`config.mk`:
```
export PLATFORM = sky130hd
export DESIGN_NAME = uart_rx_deser
export DESIGN_NICKNAME = d
export VERILOG_FILES = /design/src/rtl/uart_pkg.sv /design/src/rtl/sync_2ff.sv /design/src/rtl/uart_rx_deser.sv
export SDC_FILE = /design/constraint.sdc
export NUM_CORES = 1
export LEC_CHECK = 0
export CAP_MARGIN = 0
export CORE_UTILIZATION = 45
export CTS_CLUSTER_SIZE = 10
export DETAILED_ROUTE_END_ITERATION = 12
export PLACE_DENSITY_LB_ADDON = 0.05
export RECOVER_POWER = 50
export SETUP_SLACK_MARGIN = 0.02
export SLEW_MARGIN = 20
export SYNTH_ARGS = -nofsm -noshare
export SYNTH_HDL_FRONTEND = slang
export SYNTH_SLANG_ARGS = --single-unit
```
`constraint.sdc`:
```
create_clock -name clk -period 5.8 [get_ports clk]
set_input_delay 1.16 -clock clk [delete_from_list [all_inputs] [get_ports clk]]
set_output_delay 1.16 -clock clk [all_outputs]
set_load 0.01 [all_outputs]
```
`src/rtl/uart_pkg.sv`:
```
// uart_pkg
// Shared definitions for the UART receiver (and the future transmitter).
//   uart_rx_state_t          : receiver FSM state encoding
//   clks_per_bit(clk_hz,baud): clock cycles per bit period
// Configuration macro: UART_RX_PARITY_EN adds the PARITY state.
package uart_pkg;

  typedef enum logic [2:0] {
    ST_IDLE      = 3'd0,
    ST_START     = 3'd1,
    ST_DATA      = 3'd2,
`ifdef UART_RX_PARITY_EN
    ST_PARITY    = 3'd3,
`endif
    ST_STOP      = 3'd4,
    ST_WAIT_HIGH = 3'd5
  } uart_rx_state_t;

  // Integer division is the intended rounding; the error is well inside
  // the mid-bit sampling margin for the supported clock/baud pairs.
  function automatic int clks_per_bit(input int clk_hz, input int baud);
    return clk_hz / baud;
  endfunction

endpackage

```
`src/rtl/sync_2ff.sv`:
```
// sync_2ff
// Two-flop synchroniser for asynchronous inputs.
//   clk    in            destination clock
//   rst_n  in            asynchronous active-low reset
//   i_d    in  [WIDTH]   asynchronous input
//   o_q    out [WIDTH]   synchronised output
// Both flops reset to RESET_VAL (all ones by default, matching an idle UART line).
module sync_2ff #(
  parameter int               WIDTH     = 1,
  parameter logic [WIDTH-1:0] RESET_VAL = '1
) (
  input  logic             clk,
  input  logic             rst_n,
  input  logic [WIDTH-1:0] i_d,
  output logic [WIDTH-1:0] o_q
);

  logic [WIDTH-1:0] r_meta;
  logic [WIDTH-1:0] r_sync;

  // First flop may go metastable; the second gives it a full cycle to settle.
  always_ff @(posedge clk or negedge rst_n) begin
    if (!rst_n) begin
      r_meta <= RESET_VAL;
      r_sync <= RESET_VAL;
    end else begin
      r_meta <= i_d;
      r_sync <= r_meta;
    end
  end

  assign o_q = r_sync;

endmodule

```
`src/rtl/uart_rx_deser.sv`:
```
// uart_rx_deser
// UART receiver: 8N1 (or 8E1 with UART_RX_PARITY_EN), mid-bit sampling,
// start-bit glitch rejection, framing error and overrun detection, and a
// one-byte holding register behind a valid/ready handshake.
//   clk           in        system clock (CLK_HZ)
//   rst_n         in        asynchronous active-low reset
//   uart_rx       in        raw serial line, idle high, asynchronous
//   rx_data       out [8]   received byte, stable while rx_valid
//   rx_valid      out       holding register full
//   rx_ready      in        consumer accepts (transfer on rx_valid && rx_ready)
//   rx_frame_err  out       one-cycle pulse: stop bit sampled low
//   rx_overrun    out       one-cycle pulse: completed byte dropped
//   rx_parity_err out       one-cycle pulse: even parity mismatch (0 if parity disabled)
// Configuration macro: UART_RX_PARITY_EN.
module uart_rx_deser
  import uart_pkg::*;
#(
  parameter int CLK_HZ = 12_000_000,
  parameter int BAUD   = 9600
) (
  input  logic       clk,
  input  logic       rst_n,
  input  logic       uart_rx,
  output logic [7:0] rx_data,
  output logic       rx_valid,
  input  logic       rx_ready,
  output logic       rx_frame_err,
  output logic       rx_overrun,
  output logic       rx_parity_err
);

  // CLKS_PER_BIT must be at least 16 for the half-bit start check to be meaningful.
  localparam int CLKS_PER_BIT = clks_per_bit(CLK_HZ, BAUD);
  localparam int CW           = $clog2(CLKS_PER_BIT);
  localparam logic [CW-1:0] HALF_TC = CW'(CLKS_PER_BIT / 2 - 1);
  localparam logic [CW-1:0] FULL_TC = CW'(CLKS_PER_BIT - 1);

  logic           w_rx_s;
  uart_rx_state_t r_state;
  uart_rx_state_t w_state_next;
  logic [CW-1:0]  r_baud_cnt;
  logic [2:0]     r_bit_idx;
  logic [7:0]     r_shift;
  logic [7:0]     r_rx_data;
  logic           r_rx_valid;
  logic           r_frame_err;
  logic           r_overrun;

  logic w_half_done;
  logic w_bit_done;
  logic w_cnt_clr;
  logic w_bit_clr;
  logic w_shift_en;
  logic w_load_byte;
  logic w_overrun;
  logic w_frame_err;
  logic w_stop_sample;

  sync_2ff #(
    .WIDTH     (1),
    .RESET_VAL (1'b1)
  ) u_sync (
    .clk   (clk),
    .rst_n (rst_n),
    .i_d   (uart_rx),
    .o_q   (w_rx_s)
  );

  assign w_half_done = (r_baud_cnt == HALF_TC);
  assign w_bit_done  = (r_baud_cnt == FULL_TC);

  // FSM state register.
  always_ff @(posedge clk or negedge rst_n) begin
    if (!rst_n) begin
      r_state <= ST_IDLE;
    end else begin
      r_state <= w_state_next;
    end
  end

`ifdef UART_RX_PARITY_EN
  logic w_par_sample;
  logic r_par_bit;
  logic r_parity_err;
`endif

  // Next-state and datapath control.
  always_comb begin
    w_state_next  = r_state;
    w_cnt_clr     = 1'b0;
    w_bit_clr     = 1'b0;
    w_shift_en    = 1'b0;
    w_load_byte   = 1'b0;
    w_overrun     = 1'b0;
    w_frame_err   = 1'b0;
    w_stop_sample = 1'b0;
`ifdef UART_RX_PARITY_EN
    w_par_sample  = 1'b0;
`endif
    case (r_state)
      ST_IDLE: begin
        w_cnt_clr = 1'b1;
        w_bit_clr = 1'b1;
        if (!w_rx_s) begin
          w_state_next = ST_START;
        end
      end
      ST_START: begin
        // A line that is high again at mid start bit was only a glitch.
        if (w_half_done) begin
          w_cnt_clr    = 1'b1;
          w_state_next = w_rx_s ? ST_IDLE : ST_DATA;
        end
      end
      ST_DATA: begin
        if (w_bit_done) begin
          w_cnt_clr  = 1'b1;
          w_shift_en = 1'b1;
          if (r_bit_idx == 3'd7) begin
`ifdef UART_RX_PARITY_EN
            w_state_next = ST_PARITY;
`else
            w_state_next = ST_STOP;
`endif
          end
        end
      end
`ifdef UART_RX_PARITY_EN
      ST_PARITY: begin
        if (w_bit_done) begin
          w_cnt_clr    = 1'b1;
          w_par_sample = 1'b1;
          w_state_next = ST_STOP;
        end
      end
`endif
      ST_STOP: begin
        // Returning to IDLE at mid stop bit leaves half a bit of margin
        // for a back-to-back start edge.
        if (w_bit_done) begin
          w_cnt_clr     = 1'b1;
          w_stop_sample = 1'b1;
          if (w_rx_s) begin
            if (!r_rx_valid || rx_ready) begin
              w_load_byte = 1'b1;
            end else begin
              w_overrun = 1'b1;
            end
            w_state_next = ST_IDLE;
          end else begin
            w_frame_err  = 1'b1;
            w_state_next = ST_WAIT_HIGH;
          end
        end
      end
      ST_WAIT_HIGH: begin
        w_cnt_clr = 1'b1;
        if (w_rx_s) begin
          w_state_next = ST_IDLE;
        end
      end
      default: begin
        w_state_next = ST_IDLE;
      end
    endcase
  end

  // Baud counter, bit index and shift register.
  always_ff @(posedge clk or negedge rst_n) begin
    if (!rst_n) begin
      r_baud_cnt <= '0;
      r_bit_idx  <= '0;
      r_shift    <= '0;
    end else begin
      if (w_cnt_clr) begin
        r_baud_cnt <= '0;
      end else if (!w_bit_done) begin
        r_baud_cnt <= r_baud_cnt + 1'b1;
      end
      if (w_bit_clr) begin
        r_bit_idx <= '0;
      end else if (w_shift_en && (r_bit_idx != 3'd7)) begin
        r_bit_idx <= r_bit_idx + 3'd1;
      end
      if (w_shift_en) begin
        r_shift <= {w_rx_s, r_shift[7:1]};
      end
    end
  end

  // Holding register; a load in the same cycle as a handshake keeps valid high.
  always_ff @(posedge clk or negedge rst_n) begin
    if (!rst_n) begin
      r_rx_data   <= '0;
      r_rx_valid  <= 1'b0;
      r_frame_err <= 1'b0;
      r_overrun   <= 1'b0;
    end else begin
      if (w_load_byte) begin
        r_rx_data  <= r_shift;
        r_rx_valid <= 1'b1;
      end else if (r_rx_valid && rx_ready) begin
        r_rx_valid <= 1'b0;
      end
      r_frame_err <= w_frame_err;
      r_overrun   <= w_overrun;
    end
  end

`ifdef UART_RX_PARITY_EN
  // Even parity: data bits plus parity bit must XOR to zero.
  always_ff @(posedge clk or negedge rst_n) begin
    if (!rst_n) begin
      r_par_bit    <= 1'b0;
      r_parity_err <= 1'b0;
    end else begin
      if (w_par_sample) begin
        r_par_bit <= w_rx_s;
      end
      r_parity_err <= w_stop_sample & (^{r_shift, r_par_bit});
    end
  end

  assign rx_parity_err = r_parity_err;
`else
  assign rx_parity_err = 1'b0;
`endif

  assign rx_data      = r_rx_data;
  assign rx_valid     = r_rx_valid;
  assign rx_frame_err = r_frame_err;
  assign rx_overrun   = r_overrun;

endmodule

```
==> results of run 1 <==
## worst min-delay path by stage
| stage | start | endpoint | slack, ns | cells past startpoint |
|---|---|---|---|---|
| 6_report | u_sync.r_meta | u_sync.o_q | 0.36 | 0 |
| 4_1_cts | u_sync.r_meta | u_sync.o_q | 0.36 | 0 |
| 3_5_place_dp | u_sync.r_meta | u_sync.o_q | 0.35 | 0 |
| 2_1_floorplan | u_sync.r_meta | u_sync.o_q | 0.35 | 0 |
| 3_3_place_gp | u_sync.r_meta | u_sync.o_q | 0.35 | 0 |
| 5_1_grt | u_sync.r_meta | u_sync.o_q | 0.37 | 0 |
## cells by family after synthesis
| kind of cell | count (synthesis) | synth area share (%) |
|---|---|---|
| muxes | 17 | 12.2 |
| DFF | 38 | 52.7 |
| AOI/OAI and AO/OA | 13 | 4.50 |
| xor gates and xnor gates | 12 | 5.81 |
| buffers and inverters | 12 | 4.01 |
| other | 1 | 0.207 |
| adders and majority gates | 5 | 3.46 |
| and+or+nand+nor | 57 | 17.2 |
## power groups by stage
stage	Sequential [mW]	Combinational, mW	Clock (mW)
final	0.267	0.00721	0.170
after floorplan	0.272	0.00140	0
after CTS	0.267	0.00794	0.175
after global routing	0.267	0.00849	0.186
after global placement	0.272	0.00772	0
after detailed placement	0.272	0.00800	0
## routing by layer
| metal | wire [um] | share of wire [%] | vias up | GRT usage, % |
|---|---|---|---|---|
| met1 | 1490 | 50 | 537 | 21.0 |
| met5 | 0 | 0 | - | 0 |
| met2 | 1330 | 45 | 11 | 23.1 |
| met3 | 94 | 3.2 | 5 | 5.73 |
| met4 | 52 | 1.8 | 0 | 7.34 |
| li1 | - | - | 546 | - |
## layout make-up
class	instances	share of cell area (%)
Sequential cell	38	47.4
Multi-Input combinational cell	105	38.2
Timing Repair Buffer	15	7.02
Clock buffer	5	3.42
Tap cell	48	2.98
Inverter	3	0.559
Clock inverter	2	0.497
## cells in the mapped netlist (3+ instances only)
library cell and instances:
dfrtp_1 36, nor2b_1 3, ha_1 5, buf_2 4, xnor2_1 6, nor3_1 3
mux2_4 8, nor2_1 18, nand2_1 11, a21oi_1 4, mux2_2 8, o21ai_0 5
inv_1 3, and3_1 6, nand3_1 4, xor2_1 6
## sequential cells by signal, indices dropped and copies added (netlist names)
| name | flops |
|---|---|
| r_state | 3 |
| u_sync.r_meta | 1 |
| r_shift | 8 |
| u_sync.o_q | 1 |
| rx_valid | 1 |
| rx_frame_err | 1 |
| r_baud_cnt | 11 |
| r_bit_idx | 3 |
| rx_data | 8 |
| rx_overrun | 1 |
## through the flow
| step | setup slack [ns] | hold slack [ns] | area [um^2] | total power [mW] |
|---|---|---|---|---|
| floorplan | 3.80 | 0.345 | 1810 | 0.273 |
| global placement | 3.08 | 0.347 | 1950 | 0.280 |
| detailed placement | 3.04 | 0.348 | 1950 | 0.280 |
| CTS | 3.36 | 0.358 | 2030 | 0.450 |
| global route | 2.86 | 0.366 | 2010 | 0.461 |
| finish | 3.26 | 0.359 | 2010 | 0.444 |
==> summary.txt, run 1 <==
Status
  • Outcome: finished, violations left
  • Failing checks: max-capacitance violations, max-slew violations

GRT
  • Initial antenna violation count: 0
  • Vias in the first global route: approximately 1000
  • Total GRT Usage: about 16%
  • Largest net degree at the start of global routing: 39
  • Global-route wire length before repair: between 4000 and 5000 um
  • GRT Residual Overflow: 0

Power
  • Comb pwr share: 1.6%
  • Leakage Power: about 0.93 nW
  • Sw power: ~96 uW
  • Max VDD drop: ~0.00013 V
  • Power Internal: around 350 uW
  • Clock power share: approximately two fifths
  • Sw frac: between 20% and 30%
  • Sequential Power Share: between 60% and 70%
  • PD cells: ~220 nW/um^2

Routing
  • Final ANT Viol Nets: 0
  • Drt wl/cell: 13.7 um
  • Detailed Routing Iterations Pass 1: 2
  • 1st-iter DRT viols: 30
  • Final wirelength: 2960 um
  • Via-per-instance ratio: approximately 5.1
  • DR vias: 1099
  • DRC Markers: 0

Worst setup path
  • Delay-heaviest family, CP: buffers and inverters
  • CP required: around 5.8 ns
  • Worst EP arrival: ~2.6 ns
  • Startpoint Class: input port
  • Setup slack, reg-to-reg: about 3.4 ns
  • Crit path cell chain: clkbuf_1
  • Crit end category: async pin
  • Kind of critical path: in -> async
  • Critical path's slowest cell: clkbuf_1
  • Crit path from: rst_n
  • Worst path depth: 1
  • Reg2reg end: rx_data[5]
  • Critical R2R Launch: r_baud_cnt[1]
  • Crit-path max cell delay: 1.38 ns
  • Worst Path Buf+Inv: 1
  • Worst-path fanout max: 38
  • CP endpoint: r_baud_cnt[6]
  • Cells on worst reg2reg path: 7

Placement
  • Gpl congestion: 0.753
  • Final HPWL DP: around 2000 um
  • Placed insts: ~210
  • IO Port Bufs: 14

Clock network
  • Setup Buffers After CTS: 0
  • # clock sinks: 38
  • Root buffer cell: clkbuf_8
  • Max clock buf depth: 2
  • CTS tree: yes
  • H-Tree Depth: 2
  • Post_cts resized: 0
  • Worst-path clk slew: approximately 0.070 ns
  • # hold bufs at CTS: 0
  • Clk Latency, worst-skew pair: just under 0.3 ns
  • TritonCTS Buffers: 5

Cells and area
  • Seq. cell area: 953 um^2
  • Multi-input gate area: just under 800 um^2
  • Filler Cell Count: roughly 330
  • Area growth, synth to finish: 11.3%
  • Commonest cells after routing, fill and taps aside: 36 x dfrtp_1, 18 x nor2_1, 12 x clkdlybuf4s50_1, 11 x nand2_1
  • Layout cells sized above 1: roughly 17%
  • Final Util: 53.4%
  • ANT cells: 0
  • Nets@finish: 177
  • Non-filler cells, final: 216
  • Commonest non-fill, non-tap cell in the layout: dfrtp_1

Floorplan
  • Site Rows: 22
  • Die Area: approximately 4300 um^2
  • Core region area: approximately 3800 um^2
  • Starting Density: 48.0%
  • IO Pins: 16
  • DIE HEIGHT: roughly 65 um
  • Die Span X: about 65 um

STA
  • Fin crit share: 43.8%
  • Slew Limit Fails: 39
  • Fin. Hold Viols: 0
  • RSZ-0062 raised after global routing: no
  • Worst-margin pin slew: a little under 2 ns
  • Fmax: around 390 MHz
  • Final setup viols: 0
  • Setup TNS: 0 ns
  • Rel. slew slack: -31.1%
  • Period minus WS final: 2.54 ns
  • Clock skew: about 0.0043 ns

Logic synthesis
  • Synth top area cells: dfrtp_1 50%, mux2_4 6.6%, mux2_2 5.0%
  • Post-synth top area cell: dfrtp_1
  • Synthesized flop and latch total: 38
  • Fraction of registers with async set/reset: 100%
  • Synth Instances: around 160
  • Most used DFF post-synth: dfrtp_1
  • Netlist Area Pre-Place: roughly 1800 um^2
  • Cell variety after synth: 36
  • Post-synth EDFFs: 0
  • Seq/Total Area, Yosys: 52.7%
  • Synth Warn #: 0
  • Syn avg cell area: roughly 12 um^2
  • Syn Nets: between 150 and 200
  • Synth top area share: between 40 and 50%

Worst hold path
  • Hold Path Class: reg -> reg

Flow run
  • MaxCap Viol Count: 1
(Power assumes the default switching activity.)
==> run 2: changes to the inputs <==
- clock period: 5.8 -> 2.1 ns (I/O delays scaled with it)
==> summary.txt, run 2 (same netlist as run 1, synthesis figures left out) <==
Clock network
  • # clock sinks: 38
  • # hold bufs at CTS: 0
  • TritonCTS Buffers: 5
  • H-Tree Depth: 2
  • Max clock buf depth: 2
  • Clk Latency, worst-skew pair: roughly 0.29 ns
  • Root buffer cell: clkbuf_8
  • Worst-path clk slew: ~0.080 ns
  • CTS tree: yes

GRT
  • M3 GR Usage: between 3 and 4%
  • Total GRT Usage: ~17%
  • Met1 Use GR: roughly a quarter
  • Vias in the first global route: 1161
  • Initial antenna violation count: 0
  • Global-route wire length before repair: ~5400 um
  • GRT Residual Overflow: 0
  • Largest net degree at the start of global routing: 22
  • Met2 Use GR: 25.4%
  • Top Usage Layer GRT: met2

Placement
  • Final HPWL DP: 2310 um
  • Placed cell area: ~2000 um^2
  • Gpl congestion: slightly above 0.7
  • IO Port Bufs: 14
  • Pre-CTS setup slack: 0.104 ns
  • Placed insts: between 200 and 250

Routing
  • Via-per-instance ratio: ~5.2
  • Final ANT Viol Nets: 0
  • 1st-iter DRT viols: 99
  • DRC Markers: 0
  • Detailed Routing Iterations Pass 1: 4
  • Final wirelength: 3160 um
  • DR vias: roughly 1200
  • Drt wl/cell: between 10 and 15 um

Worst setup path
  • Worst EP arrival: 2.14 ns
  • CP required: 2.27 ns
  • Worst-path fanout max: 8
  • Worst Path Buf+Inv: 2
  • Delay-heaviest family, CP: simple AND/OR/NAND/NOR gates
  • Critical path's slowest cell: dfrtp_1
  • Crit path from: r_baud_cnt[1]
  • Crit-path max cell delay: ~0.40 ns
  • Kind of critical path: reg -> reg
  • Critical R2R Launch: r_baud_cnt[1]
  • Startpoint Class: flip-flop
  • Crit end category: flip-flop
  • Crit path cell chain: inv_1, ha_1, and4bb_2, and3_1, nand4_4, nor2b_4, buf_12, mux2_4

STA
  • Slew Limit Fails: 0
  • Clock skew: about 0.0084 ns
  • Setup TNS: 0 ns
  • Fin. Hold Viols: 0
  • Period minus WS final: a little under 2 ns
  • Worst-margin pin slew: ~1.1 ns
  • Rel. slew slack: a little over a quarter
  • Fmax: ~510 MHz
  • Final setup viols: 0
  • Final setup margin: around 0.13 ns
  • Worst hold slack: 0.317 ns
  • RSZ-0062 raised after global routing: no
  • Fin crit share: a little over nine tenths

Flow run
  • MaxCap Viol Count: 0

Status
  • Outcome: completed

Power
  • Sequential Power Share: 53.8%
  • Power Internal: approximately 1.1 mW
  • Sw frac: between 20 and 25%
  • PD cells: 643 nW/um^2
  • Leakage Power: 0.981 nW
  • Comb pwr share: around 1.5%
  • Total power: ~1.4 mW
  • Clock power share: 44.7%
  • Max VDD drop: 0.000527 V
  • Sw power: approximately 280 uW

Cells and area
  • Final Util: between 50% and 60%
  • Biggest register: r_baud_cnt
  • Layout cells sized above 1: a little over a fifth
  • Fin area: between 2000 and 2500 um^2
  • Filler Cell Count: between 300 and 400
  • Non-filler cells, final: 225
  • Multi-input gate area: 788 um^2
  • ANT cells: 0
  • Area growth, synth to finish: 17.9%
  • Commonest cells after routing, fill and taps aside: 36 x dfrtp_1, 18 x nor2_1, 12 x clkdlybuf4s50_1, 11 x nand2_1
  • Nets@finish: 185
  • Flip-flop count of the largest register after layout: 11
  • Seq. cell area: roughly 950 um^2
  • Commonest non-fill, non-tap cell in the layout: dfrtp_1

Floorplan
  • Die Span X: 65.4 um
  • DIE HEIGHT: around 65 um
  • IO Pins: 16
  • Starting Density: a little under half
  • Die Area: between 4000 and 5000 um^2
  • Core region area: between 3000 and 4000 um^2
  • Site Rows: 22

Worst hold path
  • Hold Path Class: in -> async
## run 2: area by class of cell
| cell class | instances | share of cell area (%) |
|---|---|---|
| clock buffers | 5 | 3.23 |
| inverters | 3 | 0.528 |
| clock inverters | 3 | 2.11 |
| flip-flops and latches | 38 | 44.7 |
| multi-input cells | 105 | 37.0 |
| well taps | 48 | 2.82 |
| repair buffers | 23 | 9.68 |
## run 2: worst reg2reg max path: stages, from the launching register on
cell and delay [ns]:
dfrtp_1 0.40, inv_1 0.10, ha_1 0.17, and4bb_2 0.25, and3_1 0.22, nand4_4 0.13
nor2b_4 0.15, buf_12 0.14, mux2_4 0.30
## run 2: per-layer routing
metal | up-vias | part of all wire, %
li1 | 568 | -
met1 | 586 | 49
met2 | 20 | 46
met3 | 5 | 3.0
met4 | 0 | 1.5
met5 | - | 0
## run 2: repair_timing
| action | CTS | global route |
|---|---|---|
| endpoints found under the setup margin | 0 | 8 |
| hold endpoints to repair | 0 | 0 |
| gates resized for setup | 0 | 1 |
| setup buffers | 0 | 1 |
## run 2: final timing paths
check	end	depth (start not counted)	slack, ns
setup / recovery	rx_data[6]	8	0.13
hold / removal	r_shift[7]	1	0.32
max in group asynchronous	u_sync.r_meta	2	0.78
hold reg to reg	u_sync.o_q	0	0.36
setup reg to reg	rx_data[6]	8	0.13
min in group clk	u_sync.o_q	0	0.36
## run 2: power by group through the flow
stage               Combinational (mW)  Clock [mW]  Sequential [mW]
floorplan                      0.00386           0            0.751
global placement                0.0245           0            0.752
detailed placement              0.0248           0            0.752
CTS                             0.0248       0.630            0.737
global route                    0.0254       0.665            0.738
finish                          0.0212       0.613            0.737
